[src/rtl/pad_input_filter.sv]
// pad_input_filter: synchronizes an asynchronous pad input into clk_i,
// optionally debounces it over a programmable stability window, and
// produces a clean level, one-cycle rise/fall pulses and a sticky event flag.
module pad_input_filter #(
    parameter int   SYNC_STAGES = 2,      // 2..4 flops in the synchronizer
    parameter int   CNT_W       = 16,
    parameter logic RESET_VAL   = 1'b0
) (
    input  logic             clk_i,
    input  logic             rst_i,
    input  logic             pad_in_async_i,
    input  logic             filter_en_i,
    input  logic [CNT_W-1:0] debounce_cycles_i,
    input  logic [1:0]       edge_sel_i,
    input  logic             event_clr_i,
    output logic             level_o,
    output logic             rise_o,
    output logic             fall_o,
    output logic             event_o
);

    typedef enum logic {STABLE, COUNTING} state_t;

    logic [SYNC_STAGES-1:0] sync_ff;
    logic                   sync_q;
    state_t                 state_q, state_d;
    logic [CNT_W-1:0]       cnt_q, cnt_d;
    logic [CNT_W-1:0]       n_eff;
    logic [CNT_W-1:0]       cnt_inc;
    logic                   level_d;
    logic                   mismatch;
    logic                   event_set;

    // Plain flop chain, no logic between stages, so metastability resolves.
    always_ff @(posedge clk_i or posedge rst_i) begin
        if (rst_i) sync_ff <= {SYNC_STAGES{RESET_VAL}};
        else       sync_ff <= {sync_ff[SYNC_STAGES-2:0], pad_in_async_i};
    end

    assign sync_q   = sync_ff[SYNC_STAGES-1];
    assign mismatch = (sync_q != level_o);
    // Bypass or a zero window both mean "accept on the first mismatching cycle".
    assign n_eff    = (!filter_en_i || (debounce_cycles_i == '0)) ? CNT_W'(1) : debounce_cycles_i;
    // Counter never exceeds n_eff-1 <= 2^CNT_W-2, so the increment cannot wrap.
    assign cnt_inc  = cnt_q + CNT_W'(1);

    // State, counter and level registers.
    always_ff @(posedge clk_i or posedge rst_i) begin
        if (rst_i) begin
            state_q <= STABLE;
            cnt_q   <= '0;
            level_o <= RESET_VAL;
        end else begin
            state_q <= state_d;
            cnt_q   <= cnt_d;
            level_o <= level_d;
        end
    end

    // Next-state logic. A ">=" compare lets a lowered threshold take effect
    // immediately when the count already meets it.
    always_comb begin
        state_d = state_q;
        cnt_d   = cnt_q;
        level_d = level_o;
        case (state_q)
            STABLE: begin
                cnt_d = '0;
                if (mismatch) begin
                    if (n_eff == CNT_W'(1)) begin
                        level_d = sync_q;
                    end else begin
                        cnt_d   = CNT_W'(1);
                        state_d = COUNTING;
                    end
                end
            end
            COUNTING: begin
                if (!mismatch) begin
                    cnt_d   = '0;
                    state_d = STABLE;
                end else if (cnt_inc >= n_eff) begin
                    level_d = sync_q;
                    cnt_d   = '0;
                    state_d = STABLE;
                end else begin
                    cnt_d = cnt_inc;
                end
            end
            default: begin
                cnt_d   = '0;
                state_d = STABLE;
            end
        endcase
    end

    assign event_set = (rise_o && edge_sel_i[0]) || (fall_o && edge_sel_i[1]);

    // Edge pulses line up with the first cycle level_o shows the new value;
    // the event flag follows one cycle later and a set beats a clear.
    always_ff @(posedge clk_i or posedge rst_i) begin
        if (rst_i) begin
            rise_o  <= 1'b0;
            fall_o  <= 1'b0;
            event_o <= 1'b0;
        end else begin
            rise_o  <= level_d & ~level_o;
            fall_o  <= ~level_d & level_o;
            event_o <= event_set | (event_o & ~event_clr_i);
        end
    end

endmodule

[config.mk]
export PLATFORM = sky130hd
export DESIGN_NAME = pad_input_filter
export DESIGN_NICKNAME = d
export VERILOG_FILES = /design/src/rtl/pad_input_filter.sv
export SDC_FILE = /design/constraint.sdc
export NUM_CORES = 1
export LEC_CHECK = 0
export CAP_MARGIN = 0
export CORE_MARGIN = 1.5
export CORE_UTILIZATION = 52
export CTS_CLUSTER_DIAMETER = 50
export CTS_CLUSTER_SIZE = 12
export DETAILED_ROUTE_END_ITERATION = 12
export HOLD_SLACK_MARGIN = 0.03
export PLACE_DENSITY_LB_ADDON = 0.3
export SLEW_MARGIN = 10
export SYNTH_ARGS = -nofsm -noshare
export SYNTH_HDL_FRONTEND = slang
export SYNTH_SLANG_ARGS = --single-unit
[constraint.sdc]
create_clock -name clk_i -period 4.1 [get_ports clk_i]
set_input_delay 0.41 -clock clk_i [delete_from_list [all_inputs] [get_ports clk_i]]
set_output_delay 0.41 -clock clk_i [all_outputs]
set_load 0.02 [all_outputs]
==> results of run 1 <==
-- stage by stage --
| stage | hold slack (ns) | utilization, % | cells | cell area [sq um] |
|---|---|---|---|---|
| floorplan | 0.331 | - | 153 | 1480 |
| global route | 0.396 | 65.6 | 212 | 1790 |
| finish | 0.374 | 65.6 | 212 | 1790 |
| CTS | 0.378 | 65.6 | 212 | 1790 |
| global placement | 0.342 | 64.7 | 208 | 1770 |
| detailed placement | 0.340 | 64.7 | 208 | 1770 |
-- synth_stat cells --
cell type	instances	share of area (%)
and2b_1	4	2.0
a31oi_1	1	0.42
clkbuf_1	1	0.25
and4_1	1	0.59
nand4b_1	1	0.59
nor2b_2	4	2.4
nand2_1	24	6.1
nor2b_1	7	3.0
and3b_2	2	1.3
nand3_1	7	2.4
o21a_1	1	0.51
nor3b_1	1	0.51
ha_1	17	14
o2111a_1	1	0.76
nand4_1	5	2.1
nor4_1	3	1.3
o21bai_1	2	1.0
xor2_1	4	2.4
a21o_1	1	0.51
a311oi_2	1	1.0
buf_6	1	0.76
a21oi_1	1	0.34
nand2b_1	2	0.84
or4_1	1	0.51
nor3_1	1	0.34
nor2_1	10	2.5
xnor2_1	11	6.5
dfrtp_1	23	39
a211oi_1	2	1.0
nand3b_1	1	0.51
and3_1	3	1.3
mux2_2	1	0.76
inv_1	4	1.0
a22oi_1	1	0.51
o21ai_0	3	1.0
-- state kept, by name, indices dropped and copies added, names as in the netlist --
register  cells
cnt_q        16
sync_ff       2
event_o       1
fall_o        1
level_o       1
rise_o        1
state_q       1
-- path summary, 6_finish.rpt --
check | start | cells past startpoint | endpoint | slack, ns
max | debounce_cycles_i[1] | 12 | cnt_q[3] | 0.47
min in group asynchronous | rst_i | 2 | cnt_q[0] | 0.59
min reg2reg | sync_ff[0] | 0 | sync_ff[1] | 0.37
max reg2reg | cnt_q[0] | 12 | cnt_q[3] | 0.51
min | sync_ff[0] | 0 | sync_ff[1] | 0.37
max in group asynchronous | rst_i | 2 | cnt_q[15] | 2.99
-- logic make-up after synthesis --
family	Yosys count	share of synthesized area, %
and+or+nand+nor	77	28.2
DFF	23	38.8
adders and majority gates	17	14.3
xor gates and xnor gates	15	8.85
AOI/OAI and AO/OA	14	7.08
buffers and inverters	6	2.02
muxes	1	0.759
-- critical path, cell delays in order --
cell             delay [ns]
clkdlybuf4s50_1        0.42
nor4_1                 0.39
nand4_1                0.18
o21a_1                 0.33
nand2_1                0.12
ha_1                   0.25
nand3_1                0.09
nand4b_1               0.15
or4_1                  0.52
a311oi_2               0.29
o21bai_1               0.38
and2b_1                0.34
-- where the power goes --
group | total [W] | internal (W) | switching [W]
logic | 0.000232 | 0.000110 | 0.000123
registers | 0.000279 | 0.000254 | 0.0000251
clock network | 0.000106 | 0.0000380 | 0.0000675
-- metal layers --
layer / wire [um] / track usage, % / vias up / share of wire, %
met3: 118 / 3.23 / 6 / 3.9
met2: 1540 / 37.5 / 27 / 51
met5: 0 / 0 / - / 0
met4: 54 / 7.14 / 0 / 1.8
met1: 1320 / 26.1 / 573 / 43
li1: - / - / 592 / -
-- layout make-up --
class	count	area (sq um)
Multi-Input combinational cell	124	878
Tap cell	31	38.8
Fill cell	222	940
Sequential cell	23	576
Timing Repair Buffer	26	260
Inverter	4	15.0
Clock buffer	4	26.3
==> metrics, run 1 <==
status=finished clean; Rows=19; fin crit period=3.63 ns; Hold WC Path Type=flop to flop; Starting Density=54.3%; Power per Cell Area=344 nW/um^2; CP endpoint kind=flop; # DRC=0; commonest non-fill, non-tap cell in the layout=clkdlybuf4s50_1; chip width=56.4 um; synthesis-stage register bit count=23; global-route wire length before repair=between 5 and 6 mm; Clock H-tree levels=1; CTS tree=yes; Routed WL=3.04 mm; register area share after synthesis=38.8%; number of distinct library cells after synthesis=35; setup violators final=0; clk_skew=0.0104 ns; DP Wirelength=2.47 mm; drt pass-1 iters=4; n_diodes=0; static leakage=0.815 nW; vias in the first global route=~1200; fin. max-slew vios=0; Final nets=222; largest net degree at the start of global routing=24; worst-case clock buffer depth=2; cts repair resizes=0; Final WS setup=0.472 ns; Max Cap Violations=0; DIE AREA=3180 sq um; syn_nets=193; final global-route overflow total=0; post-DR vias/cell=5.65; unrepaired setup endpoints after global routing=false; part of the cycle the worst path needs=between 80% and 90%; pre-CTS setup slack=0.201 ns; Antenna Violating Nets Remaining=0; GP Congestion=approximately 0.79; core area=about 2700 sq um; Cell Area, Synth=1480 sq um; CTS root buffer=clkbuf_4; Hold Fails Final Rpt=0; Fmax achieved=~280 MHz; slew of the pin with the lowest slew margin=1.14 ns; clk sinks=23; die height=56.4 um; WL/cell=between 10 and 15 um; Synthesis Warnings=0; Overall Power=0.000617 W; layout cells sized above 1=about 6.1%; Post-Route Setup TNS=0 ns; GRT Resource Usage Total=21.2%; slew margin rel.=23.9%; Worst-path clk slew=0.13 ns; Clock Latency Late Sink=roughly 0.31 ns; Setup Crit Path Kind=input pin to flop; IO Pins=27; initial antenna violation count=0; # hold bufs at CTS=0; crit path DAT=3.89 ns; Startpoint Class=input pin; Post-CTS Setup Inserts=0; commonest cells after routing, fill and taps aside=26 x clkdlybuf4s50_1, 24 x nand2_1, 23 x dfrtp_1; Critical Path RT=between 4 and 5 ns; DRT iter0 DRCs=38; mean post-synth cell area=between 9 and 10 sq um; synthesis-to-layout area growth=20.9%; Post-Syn Instances=roughly 150; CTS Buf Count=3; crit path max fanout=15; Port Buffer Count=26; vias=1198; IR drop worst, VDD=0.389 mV
Power figures use the tool's default switching activity.
==> run 2: changes to the inputs <==
--- a/config.mk
+++ b/config.mk
@@ -5,9 +5,10 @@
 export SDC_FILE = /design/constraint.sdc
 export NUM_CORES = 1
 export LEC_CHECK = 0
+export ABC_AREA = 1
 export CAP_MARGIN = 0
 export CORE_MARGIN = 1.5
-export CORE_UTILIZATION = 52
+export CORE_UTILIZATION = 54
 export CTS_CLUSTER_DIAMETER = 50
 export CTS_CLUSTER_SIZE = 12
 export DETAILED_ROUTE_END_ITERATION = 12
==> metrics, run 2 <==
slew of the pin with the lowest slew margin=0.852 ns; Worst-path clk slew=0.12 ns; Port Buffer Count=26; Power per Cell Area=279 nW/um^2; crit path max fanout=17; Design Area, Final=2090 sq um; critical path depth=16; Largest register FFs=16; vias=1559; Synth top cells by count=68 x nand2_1, 35 x nor2_1, 32 x inv_1, 23 x dfrtp_1, 17 x ha_1; Max Cap Violations=0; mean post-synth cell area=about 7.3 sq um; R2R setup slack=1.14 ns; syn_nets=282; hold endpoint=sync_ff[1]; Hold Fails Final Rpt=0; Rows=20; DRT iter0 DRCs=66; Hold WC Path Type=flop to flop; drt pass-1 iters=4; status=finished clean; slowest CP cell=dfrtp_1; Critical Path Max Stage Delay=0.45 ns; post-synthesis async set-or-reset flop share=100%; largest register by flop count=cnt_q; largest net degree at the start of global routing=24; Overall Power=0.000582 W; unrepaired setup endpoints after global routing=false; hold wc startpoint=sync_ff[0]; Startpoint Class=flop; CTS Buf Count=3; DP Wirelength=a little under 3 mm; global-route wire length before repair=6.04 mm; Reg2Reg Capture Point=cnt_q[0]; number of distinct library cells after synthesis=27; chip width=60.0 um; Synthesis Warnings=0; Final nets=311; commonest cells after routing, fill and taps aside=68 x nand2_1, 35 x nor2_1, 32 x inv_1; Clock Latency Late Sink=0.30 ns; core area=approximately 3100 sq um; Starting Density=a little under three fifths; crit path DAT=3.18 ns; setup violators final=0; Antenna Violating Nets Remaining=0; DP Area=about 2100 sq um; WP buf/inv=2; clk_skew=0.00263 ns; synthesis-stage register bit count=23; post-synth top area cell=dfrtp_1; Fmax achieved=338 MHz; fin. max-slew vios=0; met3 wire length=89 um; IO Pins=27; Post-synth EDFFs=0; # DRC=0; CP endpoint kind=flop; initial antenna violation count=0; Post-Syn Instances=242; Worst Hold Depth=0; placed insts=between 300 and 400; share of the synthesized area in the top cell type=between 30 and 40%; final global-route overflow total=0; clk sinks=23; synthesis-to-layout area growth=18.9%; Post-CTS Setup Inserts=0; ranking of synthesized cells by area=dfrtp_1 33%, nand2_1 15%, ha_1 12%, nor2_1 7.5%, inv_1 6.8%; commonest non-fill, non-tap cell in the layout=nand2_1; Post-synth top flop=dfrtp_1; Final WS setup=1.14 ns; post-DR vias/cell=4.96; Critical Path RT=4.32 ns; vias in the first global route=1466; n_diodes=0; # hold bufs at CTS=0; post-route insts no fill=314; DR top layer=met4; most frequent cell after synthesis=nand2_1; Post-Route Setup TNS=0 ns; static leakage=~1.1 nW; Post-Route M1 WL=roughly 1.6 mm; CTS root buffer=clkbuf_4; die height=60.0 um; Cell Area, Synth=1760 sq um; FILL cells=between 200 and 300; GRT Resource Usage Total=between 20% and 30%; Setup Crit Path Kind=flop to flop; Clock H-tree levels=1; crit-path cells=nand2_2 > nor2_4 > nand4_4 > nor2_4 > nand3_2 > nor3_2 > xnor2_1 > inv_1 > ha_1 > a21oi_1 > o21ai_0 > a21oi_1 > nand3_1 > inv_2 > nand3_2 > o21ai_0; slew margin rel.=43.2%; worst-case clock buffer depth=2; Regs by FF count=cnt_q: 16 flops, sync_ff: 2 flops; WL/cell=roughly 11 um; cts repair resizes=0; Routed WL=3.43 mm; part of the cycle the worst path needs=72.1%; CTS tree=yes; DIE AREA=around 3600 sq um; fin crit period=2.96 ns; IR drop worst, VDD=about 0.21 mV; layout cells sized above 1=7.04%; met2 wire len=1.66 mm; GP Congestion=0.784; pre-CTS setup slack=1.01 ns; R2R Path Start=cnt_q[0]; cell family with most CP delay=simple AND/OR/NAND/NOR gates; register area share after synthesis=between 30 and 40%; cells on worst reg2reg path=16
run 2: cell types whose count changed after synthesis, moves of 6 or more:
cell	change
a21oi_1	+6
nand2_1	+44
nor2_1	+25
xnor2_1	-9
o211ai_1	+9
nor2b_1	-7
inv_1	+28
run 2: kinds of logic (layout without fill, tap and decap cells):
group	after synthesis	count (layout)	synth area share [%]
adder cells (fa/ha/maj)	17	17	12.1
AND/OR/NAND/NOR	134	134	34.4
XOR/XNOR	9	9	4.49
flip-flops	23	23	32.8
AO/OA/AOI/OAI	23	23	8.26
buffers and inverters	36	64	7.98
run 2: worst max path at each step:
| stage | start | to | slack (ns) |
|---|---|---|---|
| finish | cnt_q[0] | cnt_q[0] | 1.14 |
| floorplan | filter_en_i | state_q | 1.46 |
| detailed placement | debounce_cycles_i[8] | cnt_q[0] | 1.01 |
| global route | cnt_q[0] | cnt_q[0] | 0.75 |
| CTS | cnt_q[0] | cnt_q[0] | 1.12 |
| global placement | debounce_cycles_i[8] | cnt_q[0] | 1.09 |
run 2: final cells by class:
type / count / area, sq um / share of cell area, %
multi-input combinational: 183 / 1040 / 49.8
timing repair buffer: 27 / 268 / 12.8
sequential: 23 / 576 / 27.5
inverter: 33 / 124 / 5.93
tap: 44 / 55.1 / 2.63
clock buffer: 4 / 26.3 / 1.26
run 2: power breakdown:
| part | total [W] | switching, W | internal [W] |
|---|---|---|---|
| clock network | 0.000101 | 0.0000627 | 0.0000379 |
| logic | 0.000209 | 0.000121 | 0.0000884 |
| registers | 0.000272 | 0.0000213 | 0.000251 |
| total | 0.000582 | 0.000205 | 0.000377 |
run 2: through the flow:
| step | util, % | hold slack (ns) |
|---|---|---|
| 2_1_floorplan | - | 0.331 |
| 3_3_place_gp | 67.0 | 0.338 |
| 3_5_place_dp | 67.0 | 0.346 |
| 4_1_cts | 67.9 | 0.374 |
| 5_1_grt | 67.9 | 0.387 |
| 6_report | 67.9 | 0.372 |
run 2: layer usage:
layer	vias up	global-route usage [%]
met5	-	0
met4	0	5.71
met3	2	1.30
met2	32	37.3
met1	698	30.4
li1	827	-
run 2: worst register-to-register path, delay by kind of cell, from the launching register on:
family	cells	cell delay [ns]
buf+inv	2	0.16
fa+ha+maj	1	0.31
flops	1	0.45
simple gates	8	1.14
compound gates	4	0.63
xor+xnor	1	0.19
